**src/rtl/lsu_mem_if.sv**
```systemverilog
// Load/store initiator: turns one pipeline load/store into a word-aligned memory
// request with byte enables, then returns extended load data, a store ack or an error.
module lsu_mem_if #(
  parameter int unsigned TIMEOUT = 255
) (
  input  logic        clk,
  input  logic        reset,
  input  logic        op_valid,
  input  logic        op_load,
  input  logic        op_store,
  input  logic [2:0]  funct3,
  input  logic [31:0] base,
  input  logic [31:0] offset,
  input  logic [31:0] store_data,
  input  logic [4:0]  rd_in,
  output logic        busy,
  output logic        result_valid,
  output logic [31:0] result_data,
  output logic [4:0]  result_rd,
  output logic        store_done,
  output logic        err_valid,
  output logic [1:0]  err_code,
  output logic        mem_req,
  output logic        mem_we,
  output logic [31:0] mem_addr,
  output logic [3:0]  mem_be,
  output logic [31:0] mem_wdata,
  input  logic        mem_ack,
  input  logic [31:0] mem_rdata
);

  typedef enum logic [1:0] {S_IDLE, S_REQ, S_RESP} state_t;

  localparam logic [1:0]  ERR_NONE = 2'b00;
  localparam logic [1:0]  ERR_MIS  = 2'b01;
  localparam logic [1:0]  ERR_ILL  = 2'b10;
  localparam logic [1:0]  ERR_TMO  = 2'b11;
  localparam logic [15:0] TMO_CNT  = 16'(TIMEOUT);

  state_t      state_q, state_d;
  logic [15:0] cnt_q, cnt_d;
  logic [31:0] ea_q, ea_d;
  logic [2:0]  f3_q, f3_d;
  logic [31:0] sd_q, sd_d;
  logic [4:0]  rd_q, rd_d;
  logic        load_q, load_d;
  logic [1:0]  err_q, err_d;
  logic [31:0] rdata_q, rdata_d;
  logic [4:0]  res_rd_q, res_rd_d;

  logic [31:0] ea_in;
  logic        illegal, misaligned;

  // Decode of the offered op, evaluated against the fresh effective address.
  always_comb begin
    ea_in   = base + offset;
    illegal = 1'b0;
    if (op_load && op_store)
      illegal = 1'b1;
    else if (op_load)
      illegal = (funct3 == 3'b011) || (funct3[2:1] == 2'b11);
    else if (op_store)
      illegal = (funct3 > 3'b010);
    misaligned = 1'b0;
    case (funct3[1:0])
      2'b01:   misaligned = ea_in[0];
      2'b10:   misaligned = (ea_in[1:0] != 2'b00);
      default: misaligned = 1'b0;
    endcase
  end

  always_comb begin
    state_d  = state_q;
    cnt_d    = cnt_q;
    ea_d     = ea_q;
    f3_d     = f3_q;
    sd_d     = sd_q;
    rd_d     = rd_q;
    load_d   = load_q;
    err_d    = err_q;
    rdata_d  = rdata_q;
    res_rd_d = res_rd_q;
    case (state_q)
      S_IDLE: begin
        if (op_valid && (op_load || op_store)) begin
          ea_d   = ea_in;
          f3_d   = funct3;
          sd_d   = store_data;
          rd_d   = rd_in;
          load_d = op_load;
          cnt_d  = '0;
          if (illegal) begin
            err_d   = ERR_ILL;
            state_d = S_RESP;
          end else if (misaligned) begin
            err_d   = ERR_MIS;
            state_d = S_RESP;
          end else begin
            err_d   = ERR_NONE;
            state_d = S_REQ;
          end
        end
      end
      S_REQ: begin
        if (mem_ack) begin
          rdata_d = mem_rdata;
          state_d = S_RESP;
        end else if (cnt_q == TMO_CNT) begin
          err_d   = ERR_TMO;
          state_d = S_RESP;
        end else begin
          cnt_d = cnt_q + 16'd1;
        end
      end
      S_RESP: begin
        if (load_q && (err_q == ERR_NONE))
          res_rd_d = rd_q;
        state_d = S_IDLE;
      end
      default: state_d = S_IDLE;
    endcase
  end

  always_ff @(posedge clk) begin
    if (reset) begin
      state_q  <= S_IDLE;
      cnt_q    <= '0;
      ea_q     <= '0;
      f3_q     <= '0;
      sd_q     <= '0;
      rd_q     <= '0;
      load_q   <= 1'b0;
      err_q    <= ERR_NONE;
      rdata_q  <= '0;
      res_rd_q <= '0;
    end else begin
      state_q  <= state_d;
      cnt_q    <= cnt_d;
      ea_q     <= ea_d;
      f3_q     <= f3_d;
      sd_q     <= sd_d;
      rd_q     <= rd_d;
      load_q   <= load_d;
      err_q    <= err_d;
      rdata_q  <= rdata_d;
      res_rd_q <= res_rd_d;
    end
  end

  logic        in_req, in_resp, ok;
  logic [31:0] shifted, ext;
  logic [7:0]  byte_sel;
  logic [15:0] half_sel;
  logic [3:0]  be;
  logic [31:0] wdata;

  always_comb begin
    in_req   = (state_q == S_REQ);
    in_resp  = (state_q == S_RESP);
    ok       = (err_q == ERR_NONE);
    shifted  = rdata_q >> {ea_q[1:0], 3'b000};
    byte_sel = shifted[7:0];
    half_sel = ea_q[1] ? rdata_q[31:16] : rdata_q[15:0];
    case (f3_q)
      3'b000:  ext = {{24{byte_sel[7]}}, byte_sel};
      3'b100:  ext = {24'd0, byte_sel};
      3'b001:  ext = {{16{half_sel[15]}}, half_sel};
      3'b101:  ext = {16'd0, half_sel};
      default: ext = rdata_q;
    endcase
    case (f3_q[1:0])
      2'b00:   be = 4'b0001 << ea_q[1:0];
      2'b01:   be = ea_q[1] ? 4'b1100 : 4'b0011;
      default: be = 4'b1111;
    endcase
    case (f3_q[1:0])
      2'b00:   wdata = {4{sd_q[7:0]}};
      2'b01:   wdata = {2{sd_q[15:0]}};
      default: wdata = sd_q;
    endcase

    busy         = (state_q != S_IDLE);
    mem_req      = in_req;
    mem_we       = in_req && !load_q;
    mem_addr     = in_req ? {ea_q[31:2], 2'b00} : '0;
    mem_be       = in_req ? be : '0;
    mem_wdata    = (in_req && !load_q) ? wdata : '0;
    result_valid = in_resp && ok && load_q;
    store_done   = in_resp && ok && !load_q;
    err_valid    = in_resp && !ok;
    err_code     = err_valid ? err_q : ERR_NONE;
    result_data  = result_valid ? ext : '0;
    result_rd    = result_valid ? rd_q : res_rd_q;
  end

endmodule
```
**config.mk**
```make
export PLATFORM = sky130hd
export DESIGN_NAME = lsu_mem_if
export DESIGN_NICKNAME = d
export VERILOG_FILES = /design/src/rtl/lsu_mem_if.sv
export SDC_FILE = /design/constraint.sdc
export NUM_CORES = 1
export LEC_CHECK = 0
export ABC_AREA = 1
export CAP_MARGIN = 15
export CELL_PAD_IN_SITES_DETAIL_PLACEMENT = 0
export CELL_PAD_IN_SITES_GLOBAL_PLACEMENT = 1
export CORE_ASPECT_RATIO = 0.5
export CORE_MARGIN = 1
export CORE_UTILIZATION = 32
export DETAILED_ROUTE_END_ITERATION = 6
export DONT_BUFFER_PORTS = 1
export GPL_TIMING_DRIVEN = 0
export PLACE_DENSITY = 0.65
export RECOVER_POWER = 25
export SYNTH_ARGS = -nofsm -noshare
export SYNTH_HDL_FRONTEND = slang
export SYNTH_SLANG_ARGS = --single-unit
```
**constraint.sdc**
```tcl
create_clock -name clk -period 2.6 [get_ports clk]
set_input_delay 0.26 -clock clk [delete_from_list [all_inputs] [get_ports clk]]
set_output_delay 0.26 -clock clk [all_outputs]
set_load 0.1 [all_outputs]
```
==> Word level (Yosys, flattened, before mapping) <==
Index checks and enable logic that the tools add are counted.
Widths: inputs -> output; s select.
{ "op_classes": {"reduce_logical": 25, "n_mux": 31, "addsub": 2, "n_lt_le_gt_ge": 1, "shifts": 2, "n_eq_ne": 16} }
{ "ops": {"columns": ["op", "n"], "rows": [
  ["$pmux 32 s4", 1],
  ["$mux 32", 3],
  ["$mux 16", 4],
  ["$pmux 32 s2", 1],
  ["$add 32x32->32", 1],
  ["$pmux 16 s2", 1],
  ["$shr 32x5->8", 1],
  ["$mux 2", 10],
  ["$add 16x1->16 const B", 1],
  ["$eq 16x8->1 const B", 1],
  ["$logic_and 1x1->1", 8],
  ["$mux 4", 2],
  ["$pmux 2 s2", 2],
  ["$pmux 4 s2", 1],
  ["$reduce_and 2->1", 4],
  ["$reduce_and 4->1", 2],
  ["$eq 2x1->1 const B", 3],
  ["$eq 2x2->1 const B", 3],
  ["$eq 3x3->1 const B", 2],
  ["$logic_not 2->1", 3],
  ["$ne 2x2->1 const B", 3],
  ["$reduce_bool 2->1", 3],
  ["$mux 5", 1],
  ["$mux 1", 4],
  ["10 further kinds", 12]
]} }
{ "totals": {"in_bits": 142, "out_inout_bits": 113, "register_bits": 130} }

==> Logic depth before layout (Yosys ltp) <==
{ "logic_depth": {"ltp_word": 7, "mapped_depth": 14, "mapped_depth_nobuf": 14} }

==> Worst setup path before layout <==
No wires, ideal clock.
{ "synth_timing": {"path_type": "register to output", "start": "register state_q[0]", "end": "output port mem_wdata[15]", "setup_slack_ps": -1311, "stages_incl_launch_ff": 7, "arrival_ps": 3651, "n_path_buf": 0, "path_cell_list": "dfxtp_1 -> inv_1 -> nor2_4 -> inv_2 -> nor2_4 -> inv_2 -> a211oi_1"} }
{ "synth_between": {"elab_chain_len": 3} }
{ "synth_lines": {"columns": ["element", "line", "source"], "rows": [
  ["start: declaration", "40", "state_t state_q, state_d;"],
  ["start signal: assignment", "137", "state_q <= state_d;"],
  ["$eq 2x1->1", "158", "in_req = (state_q == S_REQ);"],
  ["$logic_and 1x1->1", null, null],
  ["named net mem_we", "24", "output logic mem_we,"],
  ["$mux 32", "187", "mem_wdata = (in_req && !load_q) ? wdata : '0;"],
  ["end: declaration", "27", "output logic [31:0] mem_wdata,"]
]} }
The timed path passes the listed nets, and every way through them passes these cells.

==> Final worst setup path <==
{ "layout_timing": {"start": "register state_q[0]", "end": "output port mem_wdata[31]"} }
Same word-level chain as after synthesis.

==> flow_summary.yaml <==
timing:
  setup_ws_ns: -0.380
  hold_viol: 0
  setup_viol: 54
  period_needed_ns: 2.98
  fin_skew_ns: 0.00862
  finalMaxSlewViolations: 0
  period_share: 1.15
  worst_hold_slack_ns: 0.0322
  grt_setup_unrepaired: "yes"
  fmax_ghz: 0.336
  worstMarginPinSlew_ns: 1.17
  max_slew_margin: 0.215
  fin_setup_tns_ns: -8.60
place:
  numPortBuffers: 0
  gp_congestion: 0.894
  dpl.hpwl_mm: 25.0
floorplanning:
  die_y_um: 119
  die_width_um: 237
  start_util: 0.329
  num_rows: 42
  die_area_um2: 28200
  io_pins: 255
  core_um2: 26700
yosys:
  synth_cells: 1445
  synth_top_area_share: 0.295
  synth.cell_area_um2: 8810
  ys_seq_area_frac: 0.295
  yosys.area_share.simple: 0.307
  yosys_warnings: 0
  synth_edf_count: 0
  synth-compound-area-share: 0.186
  synth_adder_area_share: 0.0520
  muxShareOfSynthArea: 0
  synthFlopType: "dfxtp_1"
  avgSynthCellArea_um2: 6.10
  async_reset_ff_frac: 0
  yosysTopAreaCell: "dfxtp_1"
  synth_area_leaders: "dfxtp_1 (30%), nand2_1 (14%), inv_1 (11%), a21oi_1 (9.1%), nor2_1 (8.0%)"
  synth_cell_type_count: 45
  synth_top_family_by_area: "simple AND/OR/NAND/NOR gates"
  synthXorXnorAreaFrac: 0.0179
  synth-seq-cells: 130
critical_path:
  endpoint_kind: "output pin"
  crit_chain: "inv_2 -> nor2_4 -> inv_4 -> nor2_4 -> inv_6 -> a211oi_4"
  worstPathRequired_ns: 2.34
  path_class: "flip-flop to output pin"
  cp_common_cell: "nor2_4"
  cp-start-kind: "flip-flop"
  setup.worst_path.start: "state_q[0]"
  critPathMaxFanout: 6
  reg2reg_from: "state_q[0]"
  max_stage_delay_ns: 0.93
  crit_path_end: "mem_wdata[31]"
  worst_path_max_delay_cell: "a211oi_4"
  reg2reg_depth: 6
  reg2reg_to: "ea_q[1]"
  crit_arrival_ns: 2.72
  r2r_setup_slack_ns: 0.55
  critPathTopFamily: "compound AO/OA/AOI/OAI gates"
  path_depth: 6
  worst-path-buf-inv: 3
detailed_routing:
  vias: 9125
  routed_via_density: 4.87
  wire_per_inst_um: 16.7
  drt_iter0_drc: 410
  drtAntennaViolNets: 0
  drc: 0
  dr.pass1.iters: 5
  routed_wl_mm: 31.3
cells_and_area:
  drive_above_1_share: 0.151
  area_delta_synth_final_pct: 25.1
  nNetsFinal: 1685
  layout_commonest_cell: "nand2_1"
  final_cell_mix: "nand2_1 (332), inv_1 (244), a21oi_1 (151), dfxtp_1 (125), nor2_1 (114)"
  final_core_util: 0.412
pwr:
  power_frac_clock: 0.309
  seqPwrFrac: 0.320
  power.density_nw_per_um2: 653
  ir_drop_uv: 478
  combPwrFrac: 0.371
  power_switching_uw: 3050
  swShare: 0.424
  power.leakage_uw: 0.00488
  p_int_uw: 4140
clocking:
  cts_tree: "built"
  clk_path_buf_depth: 2
  ctsRootBufferMaster: "clkbuf_16"
  clkTransAtPathRegs_ns: 0.06
  clock_sinks: 130
  numCtsBuffers: 17
  clk-insertion-delay-late_ns: 0.42
  cts_htree_levels: 4
global_route:
  antenna_found_initial: 1
  grt_pass1_wl_mm: 48.4
  grt_usage: 0.222
  grt_pass1_vias: 8676
  gr-total-overflow: 0
  grt_max_degree: 17
run:
  drv_cap: 0
outcome:
  violations: "negative setup slack"
  outcome: "finished with violations"
worst_hold_path:
  worstHoldPathType: "input port to flip-flop"
[per-stage QoR]
stage	std cells	instance area (µm²)	worst slack [ns]	total power [µW]
after CTS	1867	11000	-0.412	7230
after detailed placement	1798	9620	-0.700	4760
after global routing	1871	11000	-0.451	7600
after floorplan	1446	9000	-0.731	4190
after global placement	1798	9440	-1.12	4670
final	1872	11000	-0.380	7190
[metal layers]
| metal | share of wire | track usage | vias to the layer above |
|---|---|---|---|
| met1 | 0.46 | 0.285 | 4232 |
| li1 | - | - | 4662 |
| met4 | 0.015 | 0.0544 | 0 |
| met2 | 0.49 | 0.389 | 202 |
| met5 | 0 | 0 | - |
| met3 | 0.037 | 0.0318 | 29 |
[power by group through the flow]
stage          logic [µW]  clock network, µW  registers [µW]
6_report             2670               2220            2300
2_1_floorplan        1890                  0            2300
3_3_place_gp         2350                  0            2320
4_1_cts              2670               2270            2290
5_1_grt              2900               2390            2320
3_5_place_dp         2440                  0            2330
[how the worst min path moves through the flow]
| stage | slack, ns | startpoint | cells past startpoint | endpoint |
|---|---|---|---|---|
| 6_report | 0.03 | mem_rdata[17] | 2 | rdata_q[17] |
| 5_1_grt | 0.02 | store_data[10] | 2 | sd_q[10] |
| 4_1_cts | 0.003 | mem_rdata[21] | 2 | rdata_q[21] |
| 3_5_place_dp | 0.41 | rd_in[1] | 2 | rd_q[1] |
| 3_3_place_gp | 0.41 | store_data[28] | 2 | sd_q[28] |
| 2_1_floorplan | 0.40 | store_data[23] | 2 | sd_q[23] |
[worst reg2reg max path, delay by kind of cell, from the launching register on]
kind,cells,cell delay (ns)
AO/OA/AOI/OAI,2,0.52
buffers and inverters,2,0.52
flip-flops,1,0.32
AND/OR/NAND/NOR,2,0.55
[Yosys cell counts (4+ instances only)]
master    count
xor2_1       17
ha_1         35
buf_2        11
nand2_1     334
inv_1       257
nor3_1       12
dfxtp_1     130
clkbuf_1     30
nor2_1      188
buf_4         4
or2_2         5
a221oi_1      5
o22ai_1      16
nor2_2        4
buf_1         9
o21ai_0     103
nor2_4       13
a211oi_1      4
nand3_1      56
inv_2         6
a21oi_1     160
nand4_1      11
[registers in the layout (all words and copies together) (netlist names)]
register,count
cnt_q,16
ea_q,32
err_q,2
f3_q,3
load_q,1
rd_q,5
rdata_q,32
res_rd_q,5
sd_q,32
state_q,2
[repair_timing]
action                                  4_1_cts  5_1_grt
pin swaps                                    14       10
setup buffers                                14        2
gates cloned                                  1        0
gates resized for setup                     116       23
endpoints found under the hold margin        24        1
hold buffers                                 24        1
endpoints found under the setup margin      101       65
[logic make-up (layout without fill, tap and decap cells)]
group | count (synthesis) | in the layout
compound gates | 304 | 304
xor+xnor | 18 | 18
fa+ha+maj | 36 | 36
buf+inv | 319 | 390
flops | 130 | 130
other cells | 1 | 4
simple gates | 637 | 638
[layout make-up]
class,count,area [µm²]
clock buffer,21,450
antenna,2,5.00
sequential,130,2610
multi-input combinational,998,5710
fill,2886,15700
timing repair buffer,41,392
inverter,263,1010
buffer,56,315
tap,352,440
clock inverter,9,86.3
Note: power is estimated with default switching activity, not from simulation.
